===== config.mk =====
export PLATFORM = sky130hd
export DESIGN_NAME = wallace_mul_pipe
export DESIGN_NICKNAME = d
export VERILOG_FILES = /design/src/rtl/wallace_mul_pkg.sv /design/src/rtl/wallace_mul_pipe_reduce.sv /design/src/rtl/wallace_mul_pipe.sv
export SDC_FILE = /design/constraint.sdc
export NUM_CORES = 1
export LEC_CHECK = 0
export ABC_AREA = 1
export CAP_MARGIN = 20
export CORE_AREA = 2 2 137 106
export CTS_CLUSTER_SIZE = 12
export DETAILED_ROUTE_END_ITERATION = 8
export DIE_AREA = 0 0 139 108
export GPL_TIMING_DRIVEN = 0
export HOLD_SLACK_MARGIN = 0.1
export PLACE_DENSITY = 0.68
export SLEW_MARGIN = 20
export SYNTH_ARGS = -nofsm -noshare
export SYNTH_HDL_FRONTEND = slang
export SYNTH_SLANG_ARGS = --single-unit

===== constraint.sdc =====
create_clock -name clk -period 3.2 [get_ports clk]
set_input_delay 0.64 -clock clk [delete_from_list [all_inputs] [get_ports clk]]
set_output_delay 0.64 -clock clk [all_outputs]
set_load 0.02 [all_outputs]

===== src/rtl/wallace_mul_pkg.sv =====
// ============================================================================
// wallace_mul_pkg : shared constants, stage bundle and tree-sizing helpers
// Rev 1.0
// ============================================================================
`default_nettype none

package wallace_mul_pkg;

    localparam int PIPE_STAGES = 3;
    localparam int STG_PP      = 0;
    localparam int STG_RED     = 1;
    localparam int STG_CPA     = 2;

    typedef struct packed {
        logic valid;
        logic sgn;
    } stage_ctl_t;

    function automatic int prod_width(input int w);
        return 2 * w;
    endfunction

    // Rows left after one carry-save layer: every full triple becomes two rows.
    function automatic int csa_rows_after(input int n);
        return (n / 3) * 2 + (n % 3);
    endfunction

    function automatic int csa_rows_at(input int n, input int lvl);
        int r;
        r = n;
        for (int l = 0; l < lvl; l++) r = csa_rows_after(r);
        return r;
    endfunction

    function automatic int csa_levels(input int n);
        int r;
        int l;
        r = n;
        l = 0;
        while (r > 2) begin
            r = csa_rows_after(r);
            l++;
        end
        return l;
    endfunction

endpackage

`default_nettype wire


===== src/rtl/wallace_mul_pipe_reduce.sv =====
// ============================================================================
// wallace_reduce : combinational Wallace tree, WIDTH rows down to two rows
// Rev 1.0
// ============================================================================
`default_nettype none

module wallace_reduce
    import wallace_mul_pkg::*;
#(
    parameter int WIDTH = 8
) (
    input  logic [WIDTH-1:0][2*WIDTH-1:0] pp_rows,
    output logic [2*WIDTH-1:0]            sum_row,
    output logic [2*WIDTH-1:0]            carry_row
);

    localparam int PW     = prod_width(WIDTH);
    localparam int LEVELS = csa_levels(WIDTH);

    logic [PW-1:0] w_lvl [0:LEVELS][0:WIDTH-1];

    generate
        for (genvar r = 0; r < WIDTH; r++) begin : g_in
            assign w_lvl[0][r] = pp_rows[r];
        end

        for (genvar l = 0; l < LEVELS; l++) begin : g_level
            localparam int N = csa_rows_at(WIDTH, l);
            localparam int G = N / 3;
            for (genvar k = 0; k < WIDTH; k++) begin : g_row
                if (k < 2 * G) begin : g_csa
                    localparam int B = 3 * (k / 2);
                    if (k % 2 == 0) begin : g_sum
                        assign w_lvl[l+1][k] = w_lvl[l][B] ^ w_lvl[l][B+1] ^ w_lvl[l][B+2];
                    end else begin : g_carry
                        assign w_lvl[l+1][k] = ((w_lvl[l][B]   & w_lvl[l][B+1]) |
                                                (w_lvl[l][B]   & w_lvl[l][B+2]) |
                                                (w_lvl[l][B+1] & w_lvl[l][B+2])) << 1;
                    end
                end else if ((N % 3 == 2) && (k == 2 * G)) begin : g_ha_sum
                    // A leftover pair goes through a 2:2 compressor.
                    assign w_lvl[l+1][k] = w_lvl[l][3*G] ^ w_lvl[l][3*G+1];
                end else if ((N % 3 == 2) && (k == 2 * G + 1)) begin : g_ha_carry
                    assign w_lvl[l+1][k] = (w_lvl[l][3*G] & w_lvl[l][3*G+1]) << 1;
                end else if (k < 2 * G + N % 3) begin : g_pass
                    assign w_lvl[l+1][k] = w_lvl[l][3*G + k - 2*G];
                end else begin : g_zero
                    assign w_lvl[l+1][k] = '0;
                end
            end
        end
    endgenerate

    assign sum_row   = w_lvl[LEVELS][0];
    assign carry_row = w_lvl[LEVELS][1];

endmodule

`default_nettype wire


===== src/rtl/wallace_mul_pipe.sv =====
// ============================================================================
// wallace_mul_pipe : pipelined Wallace multiplier, valid/ready, signed/unsigned
// Signed (Baugh-Wooley) support compiled only with WALLACE_MUL_SIGNED_EN. Rev 1.0
// ============================================================================
`default_nettype none

module wallace_mul_pipe
    import wallace_mul_pkg::*;
#(
    parameter int WIDTH = 8
) (
    input  logic               clk,
    input  logic               rst_n,
    input  logic               in_valid,
    output logic               in_ready,
    input  logic [WIDTH-1:0]   multiplicand_a,
    input  logic [WIDTH-1:0]   multiplier_b,
    input  logic               signed_mode,
    output logic               out_valid,
    input  logic               out_ready,
    output logic [2*WIDTH-1:0] product
);

    localparam int PW = prod_width(WIDTH);

    logic                         w_advance;
    stage_ctl_t                   w_in_ctl;
    logic [PIPE_STAGES-1:0]       r_valid;
    logic                         r_out_valid;
    logic [WIDTH-1:0]             r_a;
    logic [WIDTH-1:0]             r_b;
    logic [WIDTH-1:0][PW-1:0]     w_pp_rows;
    logic [WIDTH-1:0][PW-1:0]     r_pp_rows;
    logic [PW-1:0]                w_red_sum;
    logic [PW-1:0]                w_red_carry;
    logic [PW-1:0]                r_red_sum;
    logic [PW-1:0]                r_red_carry;
    logic [PW-1:0]                r_product;

    assign w_advance      = !r_out_valid || out_ready;
    assign in_ready       = w_advance;
    assign out_valid      = r_out_valid;
    assign product        = r_product;
    assign w_in_ctl.valid = in_valid;

`ifdef WALLACE_MUL_SIGNED_EN
    logic r_pp_sgn;

    assign w_in_ctl.sgn = signed_mode;

    always_ff @(posedge clk or negedge rst_n) begin
        if (!rst_n)
            r_pp_sgn <= 1'b0;
        else if (w_advance && w_in_ctl.valid)
            r_pp_sgn <= w_in_ctl.sgn;
    end
`else
    logic w_unused_sgn;

    assign w_in_ctl.sgn = 1'b0;
    assign w_unused_sgn = signed_mode | w_in_ctl.sgn;
`endif

    always_comb begin
        w_pp_rows = '0;
        for (int i = 0; i < WIDTH; i++)
            for (int j = 0; j < WIDTH; j++)
                w_pp_rows[i][i+j] = r_a[j] & r_b[i];
`ifdef WALLACE_MUL_SIGNED_EN
        // Baugh-Wooley: the two constant ones sit in bit slots no row uses.
        if (r_pp_sgn) begin
            for (int i = 0; i < WIDTH - 1; i++) begin
                w_pp_rows[i][i+WIDTH-1]       = ~(r_a[WIDTH-1] & r_b[i]);
                w_pp_rows[WIDTH-1][i+WIDTH-1] = ~(r_a[i] & r_b[WIDTH-1]);
            end
            w_pp_rows[0][WIDTH]       = 1'b1;
            w_pp_rows[WIDTH-1][PW-1]  = 1'b1;
        end
`endif
    end

    wallace_reduce #(.WIDTH(WIDTH)) u_reduce (
        .pp_rows   (r_pp_rows),
        .sum_row   (w_red_sum),
        .carry_row (w_red_carry)
    );

    always_ff @(posedge clk or negedge rst_n) begin
        if (!rst_n) begin
            r_valid     <= '0;
            r_out_valid <= 1'b0;
            r_a         <= '0;
            r_b         <= '0;
            r_pp_rows   <= '0;
            r_red_sum   <= '0;
            r_red_carry <= '0;
            r_product   <= '0;
        end else if (w_advance) begin
            r_valid[STG_PP]  <= w_in_ctl.valid;
            r_valid[STG_RED] <= r_valid[STG_PP];
            r_valid[STG_CPA] <= r_valid[STG_RED];
            r_out_valid      <= r_valid[STG_CPA];
            if (w_in_ctl.valid) begin
                r_a <= multiplicand_a;
                r_b <= multiplier_b;
            end
            if (r_valid[STG_PP])
                r_pp_rows <= w_pp_rows;
            if (r_valid[STG_RED]) begin
                r_red_sum   <= w_red_sum;
                r_red_carry <= w_red_carry;
            end
            if (r_valid[STG_CPA])
                r_product <= r_red_sum + r_red_carry;
        end
    end

endmodule

`default_nettype wire


Yosys cells after proc, flatten, opt, wreduce, memory -nomap -nowiden

Index checks and enable logic that the tools add are counted.

Register bits: 131
Bits in latches: 0
Memory bits (writable): 0
Bits in read-only memories: 0
Bits of input ports: 21
Output and inout port bits: 18
Memories kept: 0

$add $sub $neg: 1
Multipliers: 0
Divide/modulo/power cells: 0
$lt $le $gt $ge: 0
Equality and inequality tests: 0
Shift-type cells: 0
Mux-type cells: 0
Bitwise logic cells: 108
Reductions and logical operators: 6

Operators with widths:

| cell                          | count |
|---|---|
| bitwise AND 15 bit            | 12 |
| bitwise OR 15 bit             | 10 |
| bitwise XOR 16 bit            | 7 |
| bitwise AND 1 bit             | 64 |
| adder 16 bit                  | 1 |
| bitwise XOR 16 x 15 -> 16 bit | 1 |
| bitwise AND 14 x 15 -> 15 bit | 1 |
| bitwise OR 15 x 10 -> 15 bit  | 1 |
| bitwise OR 15 x 13 -> 15 bit  | 1 |
| bitwise XOR 14 x 15 -> 15 bit | 1 |
| bitwise AND 11 x 13 -> 13 bit | 1 |
| bitwise AND 12 x 13 -> 13 bit | 1 |
| bitwise XOR 12 x 13 -> 13 bit | 1 |
| bitwise AND 11 x 12 -> 12 bit | 1 |
| bitwise XOR 11 x 12 -> 12 bit | 1 |
| bitwise AND 8 x 10 -> 10 bit  | 1 |
| bitwise AND 9 x 10 -> 10 bit  | 1 |
| bitwise XOR 9 x 10 -> 10 bit  | 1 |
| bitwise AND 8 x 9 -> 9 bit    | 1 |
| bitwise XOR 8 x 9 -> 9 bit    | 1 |
| AND reduction 2 bit           | 4 |
| zero test 1 bit               | 1 |
| logical OR 1 bit              | 1 |

Logic depth before layout (Yosys ltp)

Gate-level depths: netlist of run 1.

Depth in word-level cells: 12
Depth in mapped cells: 10

Hierarchy

From an unflattened synthesis of run 1, not the netlist that was laid out.

Cells, all modules: 961
Area total of the unflattened synthesis: 8,794.7 um2

By module, submodules not included:

| module           | instances | cells each | area each (um2) | seq. area each (um2) |
|---|---|---|---|---|
| wallace_mul_pipe | 1         | 640        | 5,984.5         | 3,303.2 |
| wallace_reduce   | 1         | 321        | 2,810.2         | 0.0 |

Worst setup path after synthesis of run 1

OpenSTA, ideal clock, no wires.

Path type: flip-flop to flip-flop
Start: register r_pp_rows[55] in the netlist's numbering
End: register r_red_sum[7]
Arrival: 2.651 ns
Data required time: 3.075 ns
Path slack: 0.424 ns
Stages on the path, launching flop included: 8
Buffers on the path: 0
Period minus slack after synthesis: 2.776 ns
Cell sequence: dfrtp_1 > inv_1 > fa_1 > inv_1 > fa_1 > fa_1 > fa_1 > mux2_2

Cells in the longest elaborated chain, start to end: 7

Ends and longest elaborated chain:

| element                         | RTL line                      | source |
|---|---|---|
| from (decl)                     | wallace_mul_pipe.sv:33        | `logic [WIDTH-1:0][PW-1:0] r_pp_rows;` |
| from (signal assigned)          | wallace_mul_pipe.sv:108       | `r_pp_rows <= w_pp_rows;` |
| bitwise XOR 11 x 12 -> 12 bit   | wallace_mul_pipe_reduce.sv:34 | `assign w_lvl[l+1][k] = w_lvl[l][B] ^ w_lvl[l][B+1] ^ w_lvl[l][B+2];` |
| bitwise XOR 12 x 13 -> 13 bit   | wallace_mul_pipe_reduce.sv:34 |  |
| bitwise XOR 16 bit (5 in a row) | wallace_mul_pipe_reduce.sv:34 |  |
| named net u_reduce.sum_row[7]   | wallace_mul_pipe_reduce.sv:13 | `output logic [2*WIDTH-1:0] sum_row,` |
| to (signal assigned)            | wallace_mul_pipe.sv:110       | `r_red_sum <= w_red_sum;` |
| to (decl)                       | wallace_mul_pipe.sv:36        | `logic [PW-1:0] r_red_sum;` |

The timed path passes the listed nets, and every way through them passes these cells.
A chain may end at the register's enable or synchronous reset.

Worst setup path in the final report of run 1

Ends and elaborated chain as after synthesis.

==> qor.csv, run 1 <==
stage;metric;value;unit
yosys;XOR/XNOR Fraction of Synth Area;0.523;%
clock_network;Clock Sinks;127;
power;cell area power density;1140;mW/mm^2
clock_network;Worst-Skew Late Latency;0.42;ns
timing;WHS;0.178;ns
finish;Area growth, synth to finish;18.7;%
yosys;Mapped Nets;762;
setup_path;Slowest cell on crit path;fa_1;
timing;max-slew violation count;0;
global_routing;first-pass GRT wire length;24400;um
setup_path;CP Buf/Inv Count;2;
yosys;Yosys warning total;0;
timing;measured slew at the worst slew-check pin;0.642;ns
setup_path;critical path's top delay family;adder cells;
yosys;Post-synth top cells;nand2_1 (159), dfrtp_1 (127), inv_1 (88);
yosys;Synth Area in Adders;17.7;%
placed_design;dpl hpwl;10300;um
setup_path;Slowest Stage Delay on Critical Path;0.55;ns
timing;Max-slew headroom;57.2;%
setup_path;worst r2r src;r_pp_rows[55];
route;DR WL/cell;16.0;um
global_routing;initial antenna violation count;0;
clock_network;Reg clk slew, reported paths;0.06;ns
status;status;finished clean;
finish;antenna cells;0;
global_routing;largest net degree at the start of global routing;75;
yosys;Post-Syn Area;0.00670;sq mm
timing;RSZ-0062 raised after global routing;no;
power;Comb pwr share;49.1;%
timing;Highest Clock Rate;340;MHz
setup_path;arrival time at the worst endpoint;3.24;ns
timing;Final Hold Fails;0;
yosys;Synth area leaders;dfrtp_1 (47%), fa_1 (11%), nand2_1 (8.9%);
global_routing;vias in the first global route;4833;
floorplanning;# IOs;39;
placed_design;Setup WS pre-CTS;0.269;ns
yosys;Mapped Cells;669;
yosys;Compound-Gate Fraction of Synth Area;2.95;%
min_path;Worst Hold Class;input pin to async pin;
clock_network;PostCTS Resize Cnt;0;
setup_path;CP max FO;2;
yosys;fraction of registers with async set or reset after synthesis;100;%
yosys;Synth cell types;26;
power;Final Power;9.08;mW
yosys;Post-Synth Simple-Gate Area;16.8;%
setup_path;Setup CP Type;flip-flop to flip-flop;
yosys;largest family of logic cells by synthesized area;adder cells;
yosys;cell taking the most area after synthesis;dfrtp_1;
power;NetSw;3.61;mW
setup_path;R2R depth;7;
yosys;register area share after synthesis;47.4;%
clock_network;CTS tree;done;
setup_path;FF-to-FF setup slack;0.26;ns
power;Pint;5.47;mW
floorplanning;CORE AREA;0.0135;sq mm
yosys;Synth Area per Inst;10.0;sq um
power;sequential cell fraction of total power;27.9;%
route;final WL;14600;um
timing;fin crit share;91.8;%
floorplanning;Die W;139;um
timing;skew final;0.0119;ns
route;DR vias;4765;
placed_design;PortBufs;37;
setup_path;crit path launch type;flip-flop;
route;DRT Pass-1 Iters;5;
route;DR vias/cell;5.21;
finish;final layout net count;819;
floorplanning;Initial Utilization;49.6;%
finish;post-route cell area;0.00796;sq mm
finish;Core Util, Final;58.9;%
global_routing;GR Util All Layers;21.0;%
setup_path;Crit. End Element;flip-flop;
floorplanning;area of the die;0.0150;sq mm
setup_path;reg-to-reg endpoint;r_red_sum[7];
yosys;top-area cell type share of the netlist area;47.4;%
timing;Setup violations, final;0;
floorplanning;row count;37;
power;Clock Power Share;23.0;%
route;drt drc;0;
finish;Filler cells;1149;
clock_network;post-CTS setup buffer count;0;
setup_path;CP Cell Sequence;inv_1 -> fa_1 -> inv_1 -> fa_1 -> fa_1 -> fa_1 -> mux2_2;
clock_network;CTS H-tree depth;4;
placed_design;GPL Wtd Cong;0.845;
yosys;most frequent cell after synthesis;nand2_1;
floorplanning;Die Y;108;um
power;VDD IR-drop max;0.000582;V
clock_network;TritonCTS Buffers;17;
setup_path;Critical Path RT;3.50;ns
global_routing;gr ovfl total;0;
timing;min Tclk post-route;2.94;ns
yosys;Most used DFF post-synth;dfrtp_1;
clock_network;cts hold-fix bufs;0;
placed_design;post-place instance area;0.00732;sq mm
setup_path;origin of the worst setup path;r_pp_rows[55];
power;Net Sw Frac;39.7;%
yosys;multiplexer area fraction after synthesis;6.38;%
timing;Worst Setup Slack, final;0.261;ns
yosys;Synth Register Bits;127;
clock_network;Clock Tree Root;clkbuf_16;
yosys;number of flops mapped to enable cells by yosys;0;
power;leakage;4.10;nW
clock_network;Longest Clk Path Bufs;2;
run;Max Cap Viol;0;
route;Starting DRT DRC Count;343;
setup_path;CP most frequent cell;fa_1;
finish;share of layout cells above drive strength 1;13.0;%
route;remaining antenna violation count;0;
## metrics by stage
stage,cells,TNS [ns]
after floorplan,669,0
after global routing,914,0
after detailed placement,882,0
after global placement,881,-424.85
after CTS,914,0
final,914,0
## cells in the final DEF (no fill, tap or decap), types with 3 or more instances in the layout
cell / instances
dfrtp_1: 127
buf_1: 7
o21ai_0: 29
buf_2: 7
buf_4: 6
a21oi_1: 8
nand3_1: 79
inv_1: 88
fa_1: 38
nor2_1: 17
mux2_2: 37
ha_1: 34
buf_6: 7
bufinv_16: 4
clkbuf_16: 17
nand2_1: 159
clkdlybuf4s50_1: 36
clkbuf_1: 10
inv_6: 3
clkinv_2: 3
## final cells by class
type / instances / area (sq um) / share of cell area (%)
clock buffers: 19 / 453 / 5.69
plain buffers: 36 / 211 / 2.66
clock inverters: 13 / 185 / 2.33
repair buffers: 38 / 399 / 5.01
multi-input cells: 416 / 2970 / 37.3
well taps: 175 / 219 / 2.75
flip-flops and latches: 127 / 3180 / 39.9
inverters: 90 / 343 / 4.31
## state kept, by name (all words and copies together) (netlist names)
name         cells
r_red_carry     11
r_valid          3
product         16
out_valid        1
r_red_sum       16
r_pp_rows       64
r_b              8
r_a              8
## per-layer routing
layer  routed length, um  vias to the layer above  track usage, %
li1                    -                     2228               -
met1                6910                     2406            29.6
met2                6810                      118            32.8
met3                 726                       13            5.36
met4                 156                        0            6.06
met5                   0                        -               0
## cell families (layout without fill, tap and decap cells)
group / Yosys count / count (layout)
buffers and inverters: 126 / 196
multiplexers: 38 / 38
XOR/XNOR: 4 / 4
adder cells (fa/ha/maj): 72 / 72
AND/OR/NAND/NOR: 263 / 263
flip-flops: 127 / 127
AO/OA/AOI/OAI: 39 / 39
## worst max path at each step
stage,endpoint,slack [ns],depth (start not counted)
6_report,r_red_sum[7],0.26,7
5_1_grt,r_red_sum[9],0.20,9
4_1_cts,r_red_sum[7],0.24,7
3_5_place_dp,r_red_sum[7],0.27,7
3_3_place_gp,r_a[4],-3.36,1
2_1_floorplan,r_red_sum[7],0.42,7
## power groups by stage
stage                     sequential, mW  combinational, mW  clock, mW
final                               2.54               4.46       2.09
after global routing                2.61               5.08       2.19
after CTS                           2.54               4.52       2.11
after detailed placement            2.56               4.46          0
after global placement              2.53               4.32          0
after floorplan                     2.61               3.01          0
(Power assumes the default switching activity.)
==> run 2: changes to the inputs <==
Settings changed: CAP_MARGIN 20 to default.
==> results of run 2 <==
Same layout as run 1: the final DEF is identical, and so are final timing and power.
==> run 3: changes to the inputs <==
Settings changed: GPL_ROUTABILITY_DRIVEN from default to 0.
==> results of run 3 <==
Same layout as run 1: the final DEF is identical, and so are final timing and power.
==> variant: new RTL, settings of run 3 <==
`WIDTH` is set to 8 in 2 places; all go to 7.
--- a/src/rtl/wallace_mul_pipe_reduce.sv
+++ b/src/rtl/wallace_mul_pipe_reduce.sv
@@ -7,7 +7,7 @@
 module wallace_reduce
     import wallace_mul_pkg::*;
 #(
-    parameter int WIDTH = 8
+    parameter int WIDTH = 7
 ) (
     input  logic [WIDTH-1:0][2*WIDTH-1:0] pp_rows,
     output logic [2*WIDTH-1:0]            sum_row,
--- a/src/rtl/wallace_mul_pipe.sv
+++ b/src/rtl/wallace_mul_pipe.sv
@@ -7,7 +7,7 @@
 module wallace_mul_pipe
     import wallace_mul_pkg::*;
 #(
-    parameter int WIDTH = 8
+    parameter int WIDTH = 7
 ) (
     input  logic               clk,
     input  logic               rst_n,
Ports: changed (resized multiplicand_a, multiplier_b and product); port bits go from 39 to 35. The function was not compared with the original's and may differ.
==> variant against run 3 <==
Die area unchanged; worst setup slack worse by 55 ps; power down 30%; wire length down 26%; global-route usage down 5.9 points; sequential cell count down 24; worst hold slack worse by 7.3 ps; first-iteration DRC count down 38%; area after synthesis down 22%; design area down 23%; cell count down 19%.
==> variant: results <==
[synth]
synth-seq-area-share = 0.492
muxShareOfSynthArea = 0.0687
synth_compound_area_frac = 0.0177
synthTopCellsByArea = dfrtp_1, fa_1, nand2_1
syn_area_per_cell_um2 = 10.2
post_synth_fa_ha_maj_area_fraction = 0.169
netlist_top_cells_count = nand2_1, dfrtp_1, nand3_1

[grt]
tot_gr_track_use = 0.151
grt_max_degree = 76

[worst_setup_path]
worst_ep_arrival_time_ps = 3210

[final_layout]
largest_reg_flops = 49
nets = 634

[sta]
finalClockSkew_ps = 4.89

[power]
worst_ir_drop_vdd_mv = 0.474
static-leakage-power_nw = 3.15

[routing]
drt_iter0_drc = 214
avgRoutedWirePerCell_um = 14.5
drt_wl_total_um = 10800
vias_per_cell = 4.84
detail_route.first_pass.iterations = 4

[run_status]
outcome = complete, no violations

[clock_tree]
clock_latency_ps = 340
number_of_clock_buffers_inserted_by_tritoncts = 9

[placed_design]
detailed_place_hpwl_um = 8200
post-place-ws_ps = 207
[variant: cell count changes after synthesis, sizes merged, moves of 11 or more]
cell / run 3 / this run
o21ai: 29 / 13
nand3: 79 / 59
dfrtp: 127 / 103
nand2: 161 / 150
inv: 90 / 54
[variant: through the flow]
| step | power (W) | instance area (µm²) | utilization |
|---|---|---|---|
| 3_5_place_dp | 0.00532 | 5820 | 0.431 |
| 4_1_cts | 0.00647 | 6130 | 0.454 |
| 2_1_floorplan | 0.00432 | 5240 | - |
| 3_3_place_gp | 0.00517 | 5790 | 0.429 |
| 6_report | 0.00639 | 6130 | 0.454 |
| 5_1_grt | 0.00702 | 6130 | 0.454 |
[variant: final cells by class]
class                      count  area, µm²
inverter                      54        205
tap                          175        219
fill                        1252       7390
buffer                        29        155
multi-input combinational    330       2310
sequential                   103       2580
timing repair buffer          34        359
clock buffer                  13        270
clock inverter                 3       40.0
[variant: metal layers]
metal	global-route usage	wire length [µm]	vias to the layer above
met5	0	0	-
met4	0.0418	123	0
met3	0.0368	585	11
met2	0.236	5000	84
met1	0.212	5050	1784
li1	-	-	1709
[variant: path summary, 6_finish.rpt]
| kind | from | to | slack [ps] | cells after the start |
|---|---|---|---|---|
| setup / recovery | r_pp_rows[49] | r_red_sum[7] | 210 | 7 |
| min in group clk | product[2] | product[2] | 480 | 2 |
| max in group asynchronous | rst_n | r_b[2] | 2390 | 2 |
| hold reg to reg | product[2] | product[2] | 480 | 2 |
| hold / removal | rst_n | product[4] | 170 | 1 |
| setup reg to reg | r_pp_rows[49] | r_red_sum[7] | 210 | 7 |
[variant: logic make-up (layout without fill, tap and decap cells)]
kind of cell    after synthesis  count (layout)
compound gates               18              18
xor+xnor                      1               1
fa+ha+maj                    54              54
buf+inv                      83             133
flops                       103             103
mux                          32              32
simple gates                225             225
[variant: worst reg2reg max path, stage by stage (launching register included)]
cell	delay, ps
dfrtp_1	410
fa_1	540
inv_1	60
fa_1	510
fa_1	550
inv_1	60
fa_1	470
mux2_1	290
[variant: power by group through the flow]
stage               sequential, W  combinational [W]  clock (W)
floorplan                 0.00215            0.00217          0
global placement          0.00208            0.00309          0
detailed placement        0.00211            0.00321          0
CTS                       0.00209            0.00323    0.00115
global route              0.00215            0.00366    0.00121
finish                    0.00209            0.00317    0.00113
